## src/rtl/acp_tone_pkg.sv

```systemverilog
// Shared constants for the pulse voice bank: note-to-increment mapping,
// duty thresholds and the rest note encoding.
package acp_tone_pkg;

  localparam int  NOTE_REST = 0;
  localparam real F_SYS_HZ  = 50.0e6;
  localparam real F_BASE_HZ = 55.0;

  typedef enum logic [1:0] {
    DUTY_12P5 = 2'b00,
    DUTY_25   = 2'b01,
    DUTY_50   = 2'b10,
    DUTY_75   = 2'b11
  } duty_e;

  // Compared against the top three accumulator bits, so each unit is 1/8 of a period.
  localparam logic [2:0] THR_12P5 = 3'd1;
  localparam logic [2:0] THR_25   = 3'd2;
  localparam logic [2:0] THR_50   = 3'd4;
  localparam logic [2:0] THR_75   = 3'd6;

  function automatic logic [2:0] duty_thresh(input logic [1:0] duty);
    case (duty)
      DUTY_12P5: duty_thresh = THR_12P5;
      DUTY_25:   duty_thresh = THR_25;
      DUTY_50:   duty_thresh = THR_50;
      default:   duty_thresh = THR_75;
    endcase
  endfunction

  // Elaboration-time only: equal-tempered pitch from A1 = 55 Hz, scaled to the
  // per-channel update rate (system clock divided by the slot count).
  function automatic int note_inc(input int note, input int num_ch, input int acc_w);
    real f_hz;
    real f_upd;
    if (note == NOTE_REST) return 0;
    f_hz  = F_BASE_HZ * (2.0 ** (real'(note - 1) / 12.0));
    f_upd = F_SYS_HZ / real'(num_ch);
    return $rtoi(f_hz * (2.0 ** acc_w) / f_upd + 0.5);
  endfunction

endpackage

```

## src/rtl/pulse_voice_bank_if.sv

```systemverilog
// Settings bus into the voice bank and the pulse/mix outputs back out.
interface pulse_voice_bank_if #(
    parameter int NUM_CH = 4,
    parameter int NOTE_W = 6,
    parameter int OFFS_W = 3
);
    localparam int MIX_W = $clog2(NUM_CH + 1);

    logic [NUM_CH*NOTE_W-1:0] note_in;
    logic [NUM_CH*OFFS_W-1:0] offset_mult;
    logic [NUM_CH-1:0]        offset_dir;
    logic [NUM_CH*2-1:0]      duty_sel;
    logic [NUM_CH-1:0]        ch_en;
    logic                     load;
    logic [NUM_CH-1:0]        wave_out;
    logic [MIX_W-1:0]         mix_out;

    // load is a one-cycle strobe with no ready: every clock edge that sees it
    // high captures all setting fields; ch_en is level-sensitive, not handshaked.
    modport master (
        output note_in, offset_mult, offset_dir, duty_sel, ch_en, load,
        input  wave_out, mix_out
    );

    modport slave (
        input  note_in, offset_mult, offset_dir, duty_sel, ch_en, load,
        output wave_out, mix_out
    );
endinterface

```

## src/rtl/tone_inc_calc.sv

```systemverilog
// Shared increment calculator: note ROM lookup followed by a detune of
// (inc >> 7) * mult, added or subtracted.
module tone_inc_calc
    import acp_tone_pkg::*;
#(
    parameter int NUM_CH = 4,
    parameter int NOTE_W = 6,
    parameter int ACC_W  = 24,
    parameter int OFFS_W = 3
) (
    input  logic [NOTE_W-1:0] note_i,
    input  logic [OFFS_W-1:0] mult_i,
    input  logic              dir_i,
    output logic [ACC_W-1:0]  inc_o
);
    localparam int ROM_DEPTH = 2 ** NOTE_W;

    logic [ACC_W-1:0] rom [ROM_DEPTH];
    logic [ACC_W-1:0] base_inc;
    logic [ACC_W-1:0] step_inc;

    for (genvar n = 0; n < ROM_DEPTH; n++) begin : g_rom
        localparam logic [ACC_W-1:0] INC = ACC_W'(note_inc(n, NUM_CH, ACC_W));
        assign rom[n] = INC;
    end

    // ROM peak stays below 2^(ACC_W-2), so neither direction can wrap.
    always_comb begin
        base_inc = rom[note_i];
        step_inc = (base_inc >> 7) * ACC_W'(mult_i);
        inc_o    = dir_i ? (base_inc - step_inc) : (base_inc + step_inc);
    end
endmodule

```

## src/rtl/pulse_voice_bank.sv

```systemverilog
// Time-multiplexed pulse voice bank: one accumulator update per slot,
// two-stage pipeline, wrap-synchronous setting transfer and a popcount mixer.
module pulse_voice_bank
    import acp_tone_pkg::*;
#(
    parameter int NUM_CH = 4,
    parameter int NOTE_W = 6,
    parameter int ACC_W  = 24,
    parameter int OFFS_W = 3
) (
    input  logic              clk50mhz,
    input  logic              rst,
    pulse_voice_bank_if.slave bus
);
    localparam int SLOT_W = (NUM_CH > 1) ? $clog2(NUM_CH) : 1;
    localparam int MIX_W  = $clog2(NUM_CH + 1);
    localparam logic [SLOT_W-1:0] LAST_SLOT = SLOT_W'(NUM_CH - 1);

    logic [SLOT_W-1:0] slot_q, slot_d;

    logic [NOTE_W-1:0] pend_note_q [NUM_CH];
    logic [NOTE_W-1:0] pend_note_d [NUM_CH];
    logic [OFFS_W-1:0] pend_mult_q [NUM_CH];
    logic [OFFS_W-1:0] pend_mult_d [NUM_CH];
    logic [1:0]        pend_duty_q [NUM_CH];
    logic [1:0]        pend_duty_d [NUM_CH];
    logic [NUM_CH-1:0] pend_dir_q, pend_dir_d;

    logic [NOTE_W-1:0] act_note_q [NUM_CH];
    logic [NOTE_W-1:0] act_note_d [NUM_CH];
    logic [OFFS_W-1:0] act_mult_q [NUM_CH];
    logic [OFFS_W-1:0] act_mult_d [NUM_CH];
    logic [1:0]        act_duty_q [NUM_CH];
    logic [1:0]        act_duty_d [NUM_CH];
    logic [NUM_CH-1:0] act_dir_q, act_dir_d;

    logic [ACC_W-1:0]  acc_q [NUM_CH];
    logic [ACC_W-1:0]  acc_d [NUM_CH];

    logic              s1_vld_q;
    logic [SLOT_W-1:0] s1_ch_q;
    logic [ACC_W-1:0]  s1_inc_q;
    logic [2:0]        s1_thr_q;
    logic              s1_rest_q;

    logic [NUM_CH-1:0] wave_q, wave_d;
    logic [MIX_W-1:0]  mix_q;

    logic [ACC_W-1:0]  inc_adj;
    logic [ACC_W:0]    sum;
    logic              xfer;

    assign slot_d = (slot_q == LAST_SLOT) ? '0 : slot_q + 1'b1;

    tone_inc_calc #(
        .NUM_CH (NUM_CH),
        .NOTE_W (NOTE_W),
        .ACC_W  (ACC_W),
        .OFFS_W (OFFS_W)
    ) u_inc (
        .note_i (act_note_q[slot_q]),
        .mult_i (act_mult_q[slot_q]),
        .dir_i  (act_dir_q[slot_q]),
        .inc_o  (inc_adj)
    );

    // Stage 2: accumulate the registered slot; pending settings only move to
    // active at a wrap, while disabled, or while resting, so pulses never runt.
    always_comb begin
        pend_note_d = pend_note_q;
        pend_mult_d = pend_mult_q;
        pend_duty_d = pend_duty_q;
        pend_dir_d  = pend_dir_q;
        act_note_d  = act_note_q;
        act_mult_d  = act_mult_q;
        act_duty_d  = act_duty_q;
        act_dir_d   = act_dir_q;
        acc_d       = acc_q;
        wave_d      = wave_q;
        xfer        = 1'b0;
        sum         = {1'b0, acc_q[s1_ch_q]} + {1'b0, s1_inc_q};

        if (bus.load) begin
            for (int k = 0; k < NUM_CH; k++) begin
                pend_note_d[k] = bus.note_in[k*NOTE_W +: NOTE_W];
                pend_mult_d[k] = bus.offset_mult[k*OFFS_W +: OFFS_W];
                pend_duty_d[k] = bus.duty_sel[k*2 +: 2];
                pend_dir_d[k]  = bus.offset_dir[k];
            end
        end

        if (s1_vld_q) begin
            if (!bus.ch_en[s1_ch_q]) begin
                acc_d[s1_ch_q]  = '0;
                wave_d[s1_ch_q] = 1'b0;
                xfer            = 1'b1;
            end else if (s1_rest_q) begin
                wave_d[s1_ch_q] = 1'b0;
                xfer            = 1'b1;
            end else begin
                acc_d[s1_ch_q]  = sum[ACC_W-1:0];
                wave_d[s1_ch_q] = (sum[ACC_W-1 -: 3] < s1_thr_q);
                xfer            = sum[ACC_W];
            end
        end

        if (xfer) begin
            act_note_d[s1_ch_q] = pend_note_d[s1_ch_q];
            act_mult_d[s1_ch_q] = pend_mult_d[s1_ch_q];
            act_duty_d[s1_ch_q] = pend_duty_d[s1_ch_q];
            act_dir_d[s1_ch_q]  = pend_dir_d[s1_ch_q];
        end
    end

    always_ff @(posedge clk50mhz or posedge rst) begin
        if (rst) begin
            slot_q      <= '0;
            s1_vld_q    <= 1'b0;
            s1_ch_q     <= '0;
            s1_inc_q    <= '0;
            s1_thr_q    <= '0;
            s1_rest_q   <= 1'b0;
            pend_note_q <= '{default: '0};
            pend_mult_q <= '{default: '0};
            pend_duty_q <= '{default: '0};
            pend_dir_q  <= '0;
            act_note_q  <= '{default: '0};
            act_mult_q  <= '{default: '0};
            act_duty_q  <= '{default: '0};
            act_dir_q   <= '0;
            acc_q       <= '{default: '0};
            wave_q      <= '0;
            mix_q       <= '0;
        end else begin
            slot_q      <= slot_d;
            s1_vld_q    <= 1'b1;
            s1_ch_q     <= slot_q;
            s1_inc_q    <= inc_adj;
            s1_thr_q    <= duty_thresh(act_duty_q[slot_q]);
            s1_rest_q   <= (act_note_q[slot_q] == NOTE_W'(NOTE_REST));
            pend_note_q <= pend_note_d;
            pend_mult_q <= pend_mult_d;
            pend_duty_q <= pend_duty_d;
            pend_dir_q  <= pend_dir_d;
            act_note_q  <= act_note_d;
            act_mult_q  <= act_mult_d;
            act_duty_q  <= act_duty_d;
            act_dir_q   <= act_dir_d;
            acc_q       <= acc_d;
            wave_q      <= wave_d;
            mix_q       <= MIX_W'($countones(wave_q));
        end
    end

    assign bus.wave_out = wave_q;
    assign bus.mix_out  = mix_q;
endmodule

```

## src/flat_wrapper.sv

```systemverilog
// flat-port wrapper written by rule: the top's interface ports become plain ports
module pulse_voice_bank_flat import acp_tone_pkg::*;
#(
    parameter int NUM_CH = 4,
    parameter int NOTE_W = 6,
    parameter int ACC_W  = 24,
    parameter int OFFS_W = 3
)
  (clk50mhz, rst, bus_note_in, bus_offset_mult, bus_offset_dir, bus_duty_sel, bus_ch_en, bus_load, bus_wave_out, bus_mix_out);
  pulse_voice_bank_if #(.NUM_CH(NUM_CH), .NOTE_W(NOTE_W), .OFFS_W(OFFS_W)) bus_i ();
  input  logic clk50mhz;
  input  logic rst;
  input wire logic [$bits(bus_i.note_in)-1:0] bus_note_in;
  input wire logic [$bits(bus_i.offset_mult)-1:0] bus_offset_mult;
  input wire logic [$bits(bus_i.offset_dir)-1:0] bus_offset_dir;
  input wire logic [$bits(bus_i.duty_sel)-1:0] bus_duty_sel;
  input wire logic [$bits(bus_i.ch_en)-1:0] bus_ch_en;
  input wire logic [$bits(bus_i.load)-1:0] bus_load;
  output wire logic [$bits(bus_i.wave_out)-1:0] bus_wave_out;
  output wire logic [$bits(bus_i.mix_out)-1:0] bus_mix_out;
  assign bus_i.note_in = bus_note_in;
  assign bus_i.offset_mult = bus_offset_mult;
  assign bus_i.offset_dir = bus_offset_dir;
  assign bus_i.duty_sel = bus_duty_sel;
  assign bus_i.ch_en = bus_ch_en;
  assign bus_i.load = bus_load;
  assign bus_wave_out = bus_i.wave_out;
  assign bus_mix_out = bus_i.mix_out;
  pulse_voice_bank #(.NUM_CH(NUM_CH), .NOTE_W(NOTE_W), .ACC_W(ACC_W), .OFFS_W(OFFS_W)) u_core (.clk50mhz(clk50mhz), .rst(rst), .bus(bus_i));
endmodule
```

## config.mk

```make
export PLATFORM = sky130hd
export DESIGN_NAME = pulse_voice_bank_flat
export DESIGN_NICKNAME = d
export VERILOG_FILES = /design/src/rtl/acp_tone_pkg.sv /design/src/rtl/pulse_voice_bank_if.sv /design/src/rtl/tone_inc_calc.sv /design/src/rtl/pulse_voice_bank.sv /design/src/flat_wrapper.sv
export SDC_FILE = /design/constraint.sdc
export NUM_CORES = 1
export LEC_CHECK = 0
export CAP_MARGIN = 20
export CELL_PAD_IN_SITES_DETAIL_PLACEMENT = 1
export CELL_PAD_IN_SITES_GLOBAL_PLACEMENT = 1
export CORE_MARGIN = 1.5
export CORE_UTILIZATION = 45
export CTS_BUF_LIST = sky130_fd_sc_hd__clkbuf_16
export DETAILED_ROUTE_END_ITERATION = 7
export MAX_ROUTING_LAYER = met4
export PLACE_DENSITY_LB_ADDON = 0.15
export SETUP_SLACK_MARGIN = 0.02
export SYNTH_ARGS = -nofsm -noshare
export SYNTH_HDL_FRONTEND = slang
export SYNTH_SLANG_ARGS = --single-unit
export TNS_END_PERCENT = 50
```

## constraint.sdc

```tcl
create_clock -name clk50mhz -period 11.3 [get_ports clk50mhz]
set_input_delay 2.26 -clock clk50mhz [delete_from_list [all_inputs] [get_ports clk50mhz]]
set_output_delay 2.26 -clock clk50mhz [all_outputs]
set_load 0.01 [all_outputs]
```

# ---- After elaboration in Yosys (flattened, before gate mapping)
# Memories as Yosys holds them, arrays and structs flattened.
# Index checks and enable logic that the tools add are counted.
dict set report word_totals {
  reg_bits 232
  latchBits 0
  mem_bits_rw 0
  rom_bits 1536
  input_bits 55
  out_inout_bits 7
  memories 1
}
# name depth width rd rd_ports_with_merged_regs write_ports line_no
set mem_list {}
lappend mem_list {{(name not given)} 64 24 1 0 0 tone_inc_calc.sv:29} ;# base_inc = rom[note_i];
dict set report classes {
  n_addsub 7
  n_mul 1
  n_div 0
  magnitude_cmp 8
  n_eq_ne 4
  shifts 0
  n_mux 59
  bitwise 7
  reduce_logical 5
}
# cell n
set ops {}
lappend ops {{96-bit two-way mux} 2}
lappend ops {{24-bit two-way mux} 7}
lappend ops {{96-bit bitwise AND} 1}
lappend ops {{96-bit bitwise mux} 1}
lappend ops {{96-bit inverter} 1}
lappend ops {{24-bit binary-select mux with 2-bit select} 1}
lappend ops {{24-bit demux with 2-bit select} 1}
lappend ops {{6-bit two-way mux} 5}
lappend ops {{24-bit by 24-bit adder with 25-bit output} 1}
lappend ops {{24-bit by 20-bit adder with 24-bit output} 1}
lappend ops {{6-bit binary-select mux with 2-bit select} 2}
lappend ops {{24-bit bitwise mux} 1}
lappend ops {{24-bit by 20-bit subtractor with 24-bit output} 1}
lappend ops {{17-bit by 3-bit multiplier with 20-bit output} 1}
lappend ops {{3-bit two-way mux} 5}
lappend ops {{3-bit binary-select mux with 2-bit select} 2}
lappend ops {{12-bit bitwise mux} 1}
lappend ops {{6-bit demux with 2-bit select} 1}
lappend ops {{12-bit two-way mux} 1}
lappend ops {{2-bit two-way mux} 6}
lappend ops {{4-bit two-way mux} 3}
lappend ops {{3-bit case mux with 3 select lines} 1}
lappend ops {{2-bit binary-select mux with 2-bit select} 2}
lappend ops {{4-bit bitwise mux} 2}
lappend ops {{other kinds (27)} 41}

# ---- Depth between registers and ports, before layout
# Gate-level depths: netlist (run 1).
dict set report logic_depth {
  word_depth 11
  ltp_mapped 31
  mapped_depth_nobuf 28
}

# ---- Cells and area by module
# From an unflattened synthesis (run 1), not the netlist that was laid out.
dict set report hier_totals {
  cells_unflattened 1228
  hier_area_um2 13924.6
}
# module instances cells_each area_per_inst_um2 seq_area_each_um2
set by_module_without_submodules {}
lappend by_module_without_submodules {pulse_voice_bank 1 869 11551.1 5805.6}
lappend by_module_without_submodules {tone_inc_calc 1 359 2373.5 0.0}

# ---- Worst setup path after synthesis (run 1)
# OpenSTA, ideal clock, no wires.
dict set report synth_timing {
  kind {register to register}
  from {register u_core.slot_q[0]}
  to {register u_core.s1_inc_q[15]}
  setup_time_ns 0.088
  arrival_ns 6.448
  path_slack_ns 4.765
  path_stages_with_launch 30
  path_buffers 3
  period_less_slack_ns 6.535
  cell_sequence {dfrtp_1 > buf_2 > mux4_2 > buf_2 > clkbuf_1 > ha_1 > inv_1 > mux2i_1 > nor4b_1 > nor3_1 > a21oi_2 > nand2_1 > fa_1 > inv_1 > ha_1 > inv_1 > fa_1 > xnor2_1 > nor3b_1 > nor3b_2 > or2_1 > xnor2_1 > ha_1 > o21ai_0 > nand2b_1 > a21boi_0 > a41oi_1 > a211oi_1 > nand2_1 > a22oi_1}
}
dict set report synth_between {
  elab_chain_len 11
  word_cells_on_any_way 17
}
# element line_no
set synth_rtl {}
lappend synth_rtl {{start, declared} pulse_voice_bank.sv:19} ;# logic [SLOT_W-1:0] slot_q, slot_d;
lappend synth_rtl {{start signal, assigned} pulse_voice_bank.sv:135} ;# slot_q <= slot_d;
lappend synth_rtl {{2-bit inverter with 3-bit output (not written as such)} {pulse_voice_bank.sv:61, pulse_voice_bank.sv:62}}
lappend synth_rtl {{6-bit binary-select mux with 2-bit select} pulse_voice_bank.sv:61} ;# .note_i (act_note_q[slot_q]),
lappend synth_rtl {{6-bit two-way mux (not written as such) (2 in series)} pulse_voice_bank.sv:61}
lappend synth_rtl {{6-bit inverter with 7-bit output (not written as such)} tone_inc_calc.sv:29}
lappend synth_rtl {{memory 64 x 24 bit} -}
lappend synth_rtl {{24-bit two-way mux (not written as such) (2 in series)} tone_inc_calc.sv:29}
lappend synth_rtl {{17-bit by 3-bit multiplier with 20-bit output} tone_inc_calc.sv:30} ;# step_inc = (base_inc >> 7) * ACC_W'(mult_i);
lappend synth_rtl {{24-bit by 20-bit adder with 24-bit output / 24-bit by 20-bit subtractor with 24-bit output (equally long branches)} tone_inc_calc.sv:31} ;# inc_o = dir_i ? (base_inc - step_inc) : (base_inc + step_inc);
lappend synth_rtl {{24-bit two-way mux *} tone_inc_calc.sv:31}
lappend synth_rtl {{via u_core.inc_adj[15]} pulse_voice_bank.sv:49} ;# logic [ACC_W-1:0] inc_adj;
lappend synth_rtl {{end signal, assigned} pulse_voice_bank.sv:138} ;# s1_inc_q <= inc_adj;
lappend synth_rtl {{end, declared} pulse_voice_bank.sv:42} ;# logic [ACC_W-1:0] s1_inc_q;
# Mark *: on every way through the listed nets, which the timed path passes. The rest lies on a longest branch. The select of a mux whose other input is x is not followed.
# A chain may end at the register's enable or synchronous reset.

# ---- Worst setup path in the final report (run 1)
dict set report layout_timing {
  from {register u_core.slot_q[1]}
  to {register u_core.s1_inc_q[15]}
}
# The elaborated chain is that of the path after synthesis.

==> results.yml, run 1 <==
run_status:
  outcome: "completed"
placed_design:
  gp_congestion: 0.895
  hpwl_um: 23000
  portBuffers: 61
  place_area_sq_um: 13600
die:
  start_util_pct: 45.7
  dieArea_sq_um: 29200
  io-pin-count: 62
  die_h_um: 171
  core_sq_um: 27800
  rows: 61
  die_x_um: 171
clocking:
  cts_resized: 0
  clk_latency_ps: 540
  clk_pin_slew_ps: 60
  clockBufferDepth: 3
  holdBufCountCts: 0
  cts_tree: "done"
  cts_root_buf: "clkbuf_16"
  cts_made_buffers: 26
  cts.htree.levels: 1
  cts.sinks: 232
  cts_setup_buffers: 0
grt:
  grt_max_degree: 96
  grt_pass1_vias: 9781
  grt_pass1_wl_um: 53600
  grt_usage_pct: 24.2
  gr-total-overflow: 0
  antenna_found_initial: 0
route:
  avgRoutedWirePerCell_um: 21.4
  vias: 8918
  drc: 0
  ant_nets: 0
  drt_iter0_drc: 447
  finalWirelength_um: 32900
  firstDrtPassIters: 7
  viasPerCell: 5.81
logic_synthesis:
  netlist_area_sq_um: 12700
  synth-warning-count: 0
  synth.avg_cell_area_sq_um: 11.6
  synthCells: 1093
  syn_nets: 1212
  synth-edff-count: 0
  yosysSeqAreaShare_pct: 45.8
  synth-async-reset-ratio_pct: 100
  ys_ff_latch: 232
  ys.flop_type: "dfrtp_1"
  synthDistinctLibCells: 67
cells_and_area:
  n_antenna_cell: 0
  final_area_sq_um: 14500
  drive_gt1_share_pct: 17.6
  post-route-util_pct: 52.0
  area_delta_synth_final_pct: 13.9
  fin_nets: 1255
worst_setup_path:
  slowest_delay_ps: 840
  cp.required_ps: 11740
  start_kind: "register"
  critPathCaptureType: "register"
  crit_arrival_ps: 8180
  crit_top_cell: "inv_1"
  cp.buffers_inverters: 4
  crit_path_top_delay_cell: "dfrtp_1"
  critical_path_class: "register to register"
  r2r_setup_slack_ps: 3560
  cp_top_family: "compound AO/OA/AOI/OAI gates"
  cp_max_fo: 22
sta:
  fmaxAchievable_ghz: 0.129
  finalCritPeriodShare_pct: 68.5
  grt_setup_unrepaired: "false"
  tns_ps: 0
  finalSetupViolCount: 0
  fin_crit_ps: 7740
  hold_viol: 0
  relSlewSlack_pct: 27.0
  drv_slew: 0
  tightest_slew_ps: 1090
  fin_worst_skew_ps: 20.8
min_path:
  min_path_type: "register to register"
flow_run:
  drv_cap: 0
state kept, by name, summed over array words and instances, names as in the netlist:
register	flops
u_core.pend_dir_q	4
u_core.s1_ch_q	2
u_core.acc_q	96
u_core.s1_thr_q	3
u_core.pend_mult_q	12
u_core.bus.mix_out	3
u_core.s1_rest_q	1
u_core.pend_note_q	24
u_core.s1_inc_q	24
u_core.act_note_q	24
u_core.bus.wave_out	4
u_core.s1_vld_q	1
u_core.slot_q	2
u_core.act_mult_q	12
u_core.act_duty_q	8
u_core.pend_duty_q	8
u_core.act_dir_q	4
routing by layer:
| layer | vias to the layer above | wire [um] | global-route usage, % |
|---|---|---|---|
| li1 | 4106 | - | - |
| met1 | 4606 | 14000 | 29.5 |
| met2 | 172 | 17300 | 43.5 |
| met3 | 34 | 1070 | 2.82 |
| met4 | 0 | 499 | 4.77 |
| met5 | - | 0 | - |
kinds of logic (layout without fill, tap and decap cells):
| logic type | Yosys count | in the layout | synth area share [%] |
|---|---|---|---|
| compound gates | 286 | 286 | 15.9 |
| simple gates | 238 | 238 | 8.62 |
| flops | 232 | 232 | 45.8 |
| mux | 145 | 145 | 17.3 |
| buf+inv | 92 | 155 | 3.31 |
| fa+ha+maj | 64 | 64 | 6.73 |
| xor+xnor | 35 | 35 | 2.42 |
| other cells | 1 | 1 | 0.0296 |
cell usage in the layout (no fill, tap or decap), types with 9 or more instances in the layout:
master and instances:
clkdlybuf4s50_1 60, nand2_1 97, ha_1 57, mux4_2 37
o21ai_0 62, mux2_4 40, dfrtp_1 231, inv_1 35
o211ai_1 10, a211oi_1 14, a21o_1 11, xor2_1 9
and2_1 10, mux2_2 59, nor2_1 59, xnor2_1 26
clkbuf_16 27, o21a_1 9, nand2b_1 10, buf_4 11
nand3_1 15, a22o_1 68, nor3_1 17, a21oi_1 55
mux2i_1 9
tightest hold or removal path, cell delays in order, from the launching register on:
cell,delay (ps)
dfrtp_1,340
nand2_1,50
o21ai_0,60
area by class of cell:
type | instances | area, sq um
Clock buffer | 27 | 676
Clock inverter | 21 | 170
Fill cell | 2927 | 13300
Inverter | 33 | 131
Multi-Input combinational cell | 769 | 6460
Sequential cell | 232 | 5810
Tap cell | 378 | 473
Timing Repair Buffer | 74 | 736
final timing paths:
check / start / end / cells after the start
worst max register to register: u_core.slot_q[1] / u_core.s1_inc_q[15] / 27
min in group asynchronous: rst / u_core.acc_q[4] / 2
worst min register to register: u_core.acc_q[28] / u_core.acc_q[28] / 2
max in group asynchronous: rst / u_core.slot_q[1] / 3
worst min-delay path: u_core.acc_q[28] / u_core.acc_q[28] / 2
worst max-delay path: u_core.slot_q[1] / u_core.s1_inc_q[15] / 27
stage by stage:
step / hold slack [ps] / std cells / worst slack [ps]
6_report: 480 / 1534 / 3560
5_1_grt: 506 / 1534 / 2800
4_1_cts: 484 / 1532 / 3610
3_5_place_dp: 471 / 1484 / 3630
3_3_place_gp: 458 / 1484 / 3850
2_1_floorplan: 373 / 1093 / 2680
cells in the mapped netlist (15+ instances only):
| master | number | area, sq um |
|---|---|---|
| mux4_2 | 37 | 833 |
| mux2_4 | 40 | 601 |
| nand2_1 | 97 | 364 |
| mux2_2 | 59 | 664 |
| nor2_1 | 59 | 221 |
| dfrtp_1 | 232 | 5810 |
| a22o_1 | 68 | 596 |
| a21oi_1 | 55 | 275 |
| clkbuf_1 | 40 | 150 |
| nor3_1 | 17 | 85.1 |
| inv_1 | 32 | 120 |
| o21ai_0 | 62 | 310 |
| nand3_1 | 15 | 75.1 |
| xnor2_1 | 26 | 228 |
| ha_1 | 57 | 713 |
Power of run 1 is not shown: default switching activity piles up to over one toggle a cycle in this logic, so the estimate is an artifact.
==> run 2: changes to the inputs <==
==> constraint.sdc (replaced) <==
create_clock -name clk50mhz -period 6.6 [get_ports clk50mhz]
set_input_delay 1.32 -clock clk50mhz [delete_from_list [all_inputs] [get_ports clk50mhz]]
set_output_delay 1.32 -clock clk50mhz [all_outputs]
set_load 0.01 [all_outputs]
==> run 2 against run 1 <==
  * Maximum frequency up 27%
  * First-iteration DRC count shrank 0.67%
  * Worst hold slack gained 5.5 ps
  * Via count rose by 0.61%
  * Critical endpoint is now u_core.s1_inc_q[12]
  * Largest cell class unchanged
  * Highest routed layer unchanged
==> results.yml, run 2 (same netlist as run 1, synthesis figures left out) <==
run_status:
  outcome: "completed"
route:
  drc: 0
  firstDrtPassIters: 4
  drt_iter0_drc: 444
  avgRoutedWirePerCell_um: 21.4
  vias: 8972
  viasPerCell: 5.75
  ant_nets: 0
  finalWirelength_um: 33400
cells_and_area:
  n_antenna_cell: 0
  drive_gt1_share_pct: 19.8
  final_cell_mix: "dfrtp_1 (231), nand2_1 (97), a22o_1 (68)"
  largest_reg_flops: 96
  fin_nets: 1284
  area_delta_synth_final_pct: 15.6
  final_area_sq_um: 14700
  final_common_cell: "dfrtp_1"
  regMostFlops: "u_core.acc_q"
  num-fill-cells: 2930
sta:
  grt_setup_unrepaired: "false"
  relSlewSlack_pct: 31.9
  tns_ps: 0
  tightest_slew_ps: 1020
  finalCritPeriodShare_pct: 92.4
  drv_slew: 0
  fin_crit_ps: 6100
  fin_worst_skew_ps: 24.8
  finalWorstSetupSlack_ps: 504
  finalSetupViolCount: 0
  hold_viol: 0
  fmaxAchievable_ghz: 0.164
die:
  io-pin-count: 62
  start_util_pct: 45.7
  dieArea_sq_um: 29200
  core_sq_um: 27800
  rows: 61
  die_h_um: 171
  die_x_um: 171
worst_setup_path:
  r2r_setup_slack_ps: 500
  cp_max_fo: 6
  timing.rr.end: "u_core.s1_inc_q[12]"
  rr_startpoint: "u_core.slot_q[0]"
  critical_path_class: "register to register"
  crit_arrival_ps: 6490
  cp.required_ps: 6990
  critPathCaptureType: "register"
  worstSetupStartpoint: "u_core.slot_q[0]"
  reg2reg_depth: 27
  start_kind: "register"
  cp-endpoint: "u_core.s1_inc_q[12]"
flow_run:
  drv_cap: 0
placed_design:
  gp_congestion: 0.917
  place_area_sq_um: 13800
  place_ws_ps: 22.6
  hpwl_um: 24400
  portBuffers: 61
grt:
  grt_usage_pct: 24.6
  gr-total-overflow: 0
  antenna_found_initial: 0
  grt_pass1_vias: 9663
  grt_pass1_wl_um: 53900
  grt_max_degree: 168
min_path:
  min_path_type: "register to register"
clocking:
  clk_latency_ps: 530
  clk_pin_slew_ps: 60
  cts_tree: "done"
  cts.htree.levels: 1
  cts_made_buffers: 26
  cts.sinks: 232
  clockBufferDepth: 3
  cts_root_buf: "clkbuf_16"
-- run 2: worst min-delay path by stage --
stage	startpoint	endpoint	slack [ps]	cells after the start
finish	u_core.acc_q[28]	u_core.acc_q[28]	490	2
global route	u_core.pend_dir_q[2]	u_core.pend_dir_q[2]	510	1
CTS	u_core.acc_q[28]	u_core.acc_q[28]	490	2
detailed placement	u_core.acc_q[28]	u_core.acc_q[28]	470	2
global placement	u_core.acc_q[5]	u_core.acc_q[5]	460	2
floorplan	u_core.slot_q[1]	u_core.s1_ch_q[1]	370	0
-- run 2: critical path: stages, from the launching register on --
cell and delay [ps]:
dfrtp_1 490, mux4_2 620, ha_1 250, inv_1 140, mux2i_1 120, nor4b_1 290, nor3_1 100, a21oi_2 170
nand2_1 90, fa_1 470, inv_1 70, ha_1 170, inv_1 60, fa_1 400, xnor2_1 190, nor3b_2 220
nor3b_2 220, buf_4 150, and2_1 120, ha_1 210, o21ai_0 260, ha_1 340, nand2_1 80, a21oi_1 50
o21a_1 200, o21ai_1 200, a21oi_2 150, xnor2_1 160
-- run 2: layout make-up --
| type | instances | area (sq um) | area share, % |
|---|---|---|---|
| Inverter | 33 | 128 | 0.871 |
| Multi-Input combinational cell | 769 | 6480 | 44.2 |
| Clock inverter | 17 | 103 | 0.700 |
| Sequential cell | 232 | 5810 | 39.6 |
| Timing Repair Buffer | 103 | 993 | 6.78 |
| Tap cell | 378 | 473 | 3.23 |
| Clock buffer | 27 | 676 | 4.61 |
-- run 2: timing repair --
item / in CTS / in global routing
resized for setup: 0 / 6
setup endpoints to repair: 0 / 12
hold buffers: 0 / 0
setup buffers: 0 / 1
-- run 2: metal layers --
| layer | GRT usage (%) | up-vias | wire (um) |
|---|---|---|---|
| li1 | - | 4152 | - |
| met1 | 29.5 | 4622 | 14000 |
| met2 | 44.0 | 145 | 17600 |
| met3 | 2.64 | 53 | 938 |
| met4 | 6.60 | 0 | 847 |
| met5 | - | - | 0 |
-- run 2: metrics by stage --
step / hold WS, ps / utilization, % / cells
final: 485 / 52.8 / 1559
after global routing: 512 / 52.8 / 1559
after CTS: 486 / 52.5 / 1556
after detailed placement: 473 / 49.7 / 1512
after global placement: 458 / 49.5 / 1510
after floorplan: 373 / - / 1093
Power of run 2 is left out for the same reason.
==> run 3: changes to the inputs <==
--- a/config.mk
+++ b/config.mk
@@ -8,6 +8,7 @@
 export CAP_MARGIN = 20
 export CELL_PAD_IN_SITES_DETAIL_PLACEMENT = 1
 export CELL_PAD_IN_SITES_GLOBAL_PLACEMENT = 1
+export CORE_ASPECT_RATIO = 1.25
 export CORE_MARGIN = 1.5
 export CORE_UTILIZATION = 45
 export CTS_BUF_LIST = sky130_fd_sc_hd__clkbuf_16
==> run 3 against run 2 <==
  * Register-to-register slack better by 20 ps
  * Utilization is 0.60 points higher
  * Via count is 1.5% higher
  * Critical path depth stayed put
  * Final area is 0.67% higher
  * Worst setup slack better by 20 ps
  * Non-clock buffer count is 7 higher
  * Sequential cell count stayed put
  * Largest cell class unchanged
==> results.yml, run 3 (same netlist as run 1, synthesis figures left out) <==
run_status:
  outcome: "completed"
sta:
  finalSetupViolCount: 0
  finalWorstSetupSlack_ps: 524
  finalCritPeriodShare_pct: 92.1
  fmaxAchievable_ghz: 0.165
  hold_viol: 0
  tns_ps: 0
  tightest_slew_ps: 948
  drv_slew: 0
  fin_crit_ps: 6080
  grt_setup_unrepaired: "true"
  relSlewSlack_pct: 36.8
  fin_worst_skew_ps: 19.3
grt:
  grt_max_degree: 147
  grt_pass1_vias: 10100
  grt_pass1_wl_um: 55700
  antenna_found_initial: 0
  grt_usage_pct: 25.1
  gr-total-overflow: 0
worst_setup_path:
  cp.required_ps: 7050
  start_kind: "register"
  crit_arrival_ps: 6530
  critical_path_class: "register to register"
  critPathCaptureType: "register"
  cp.buffers_inverters: 5
  cp_max_fo: 7
  crit_path_top_delay_cell: "mux4_2"
  r2r_setup_slack_ps: 520
  cp_top_family: "adder cells"
  slowest_delay_ps: 610
cells_and_area:
  drive_gt1_share_pct: 20.6
  area_delta_synth_final_pct: 16.4
  regMostFlops: "u_core.acc_q"
  instances_no_fill: 1537
  fin_nets: 1290
  final_cell_mix: "dfrtp_1 (230), nand2_1 (97), a22o_1 (68)"
  final_common_cell: "dfrtp_1"
  largest_reg_flops: 96
  n_antenna_cell: 0
placed_design:
  place_ws_ps: 63.5
  hpwl_um: 24700
  portBuffers: 61
  gp_congestion: 0.903
  placedCellCount: 1487
clocking:
  clockBufferDepth: 3
  cts.htree.levels: 1
  cts_tree: "done"
  holdBufCountCts: 0
  cts_made_buffers: 25
  cts_root_buf: "clkbuf_16"
  cts.sinks: 232
  clk_pin_slew_ps: 60
  clk_latency_ps: 550
die:
  die_h_um: 191
  io-pin-count: 62
  rows: 68
  core_sq_um: 27700
  start_util_pct: 45.9
  die_x_um: 153
  dieArea_sq_um: 29200
route:
  finalWirelength_um: 34700
  viasPerCell: 5.92
  vias: 9106
  firstDrtPassIters: 4
  drt_iter0_drc: 497
  drc: 0
  avgRoutedWirePerCell_um: 22.6
  ant_nets: 0
flow_run:
  drv_cap: 0
min_path:
  min_path_type: "register to register"
[run 3: cell count changes in the layout (fill, tap and decap cells not counted), sizes merged]
cell,change
buf,+7
inv,+2
clkinvlp,+1
clkinv,-4
bufinv,+2
clkbuf,-2
[run 3: final timing paths]
path	from	to	cells after the start
worst max-delay path	u_core.slot_q[0]	u_core.s1_inc_q[15]	27
worst min-delay path	u_core.acc_q[28]	u_core.acc_q[28]	2
worst max register to register	u_core.slot_q[0]	u_core.s1_inc_q[15]	27
worst min register to register	u_core.acc_q[28]	u_core.acc_q[28]	2
max in group asynchronous	rst	u_core.act_note_q[3]	4
min in group asynchronous	rst	u_core.pend_duty_q[3]	2
[run 3: worst reg2reg max path, delay by kind of cell, from the launching register on]
| kind | cells | cell delay [ps] |
|---|---|---|
| xor gates and xnor gates | 2 | 310 |
| buffers and inverters | 5 | 580 |
| muxes | 2 | 700 |
| adders and majority gates | 5 | 1530 |
| and+or+nand+nor | 7 | 1270 |
| DFF | 1 | 430 |
| AOI/OAI and AO/OA | 6 | 1170 |
[run 3: metrics by stage]
stage               hold slack, ps  utilization (%)  instance area, sq um
floorplan                      373                -                 12700
global placement               456             49.8                 13800
detailed placement             467             49.8                 13800
CTS                            481             52.8                 14600
global route                   506             53.4                 14800
finish                         477             53.4                 14800
[run 3: cell type report]
cell class | instances | area, sq um
fill | 2916 | 12900
multi-input combinational | 769 | 6490
sequential | 232 | 5810
timing repair buffer | 110 | 1080
clock buffer | 25 | 626
tap | 350 | 438
clock inverter | 18 | 185
inverter | 33 | 128
[run 3: what timing repair did]
item	4_1_cts	5_1_grt
setup buffers	0	2
gates resized for setup	0	11
setup endpoints to repair	0	15
[run 3: routing by layer]
layer	vias to the layer above	share of wire [%]	GRT usage [%]
li1	4163	-	-
met5	-	0	-
met1	4717	39	27.5
met3	79	2.9	2.91
met4	0	3.4	8.26
met2	147	55	47.1
Power of run 3 is left out for the same reason.
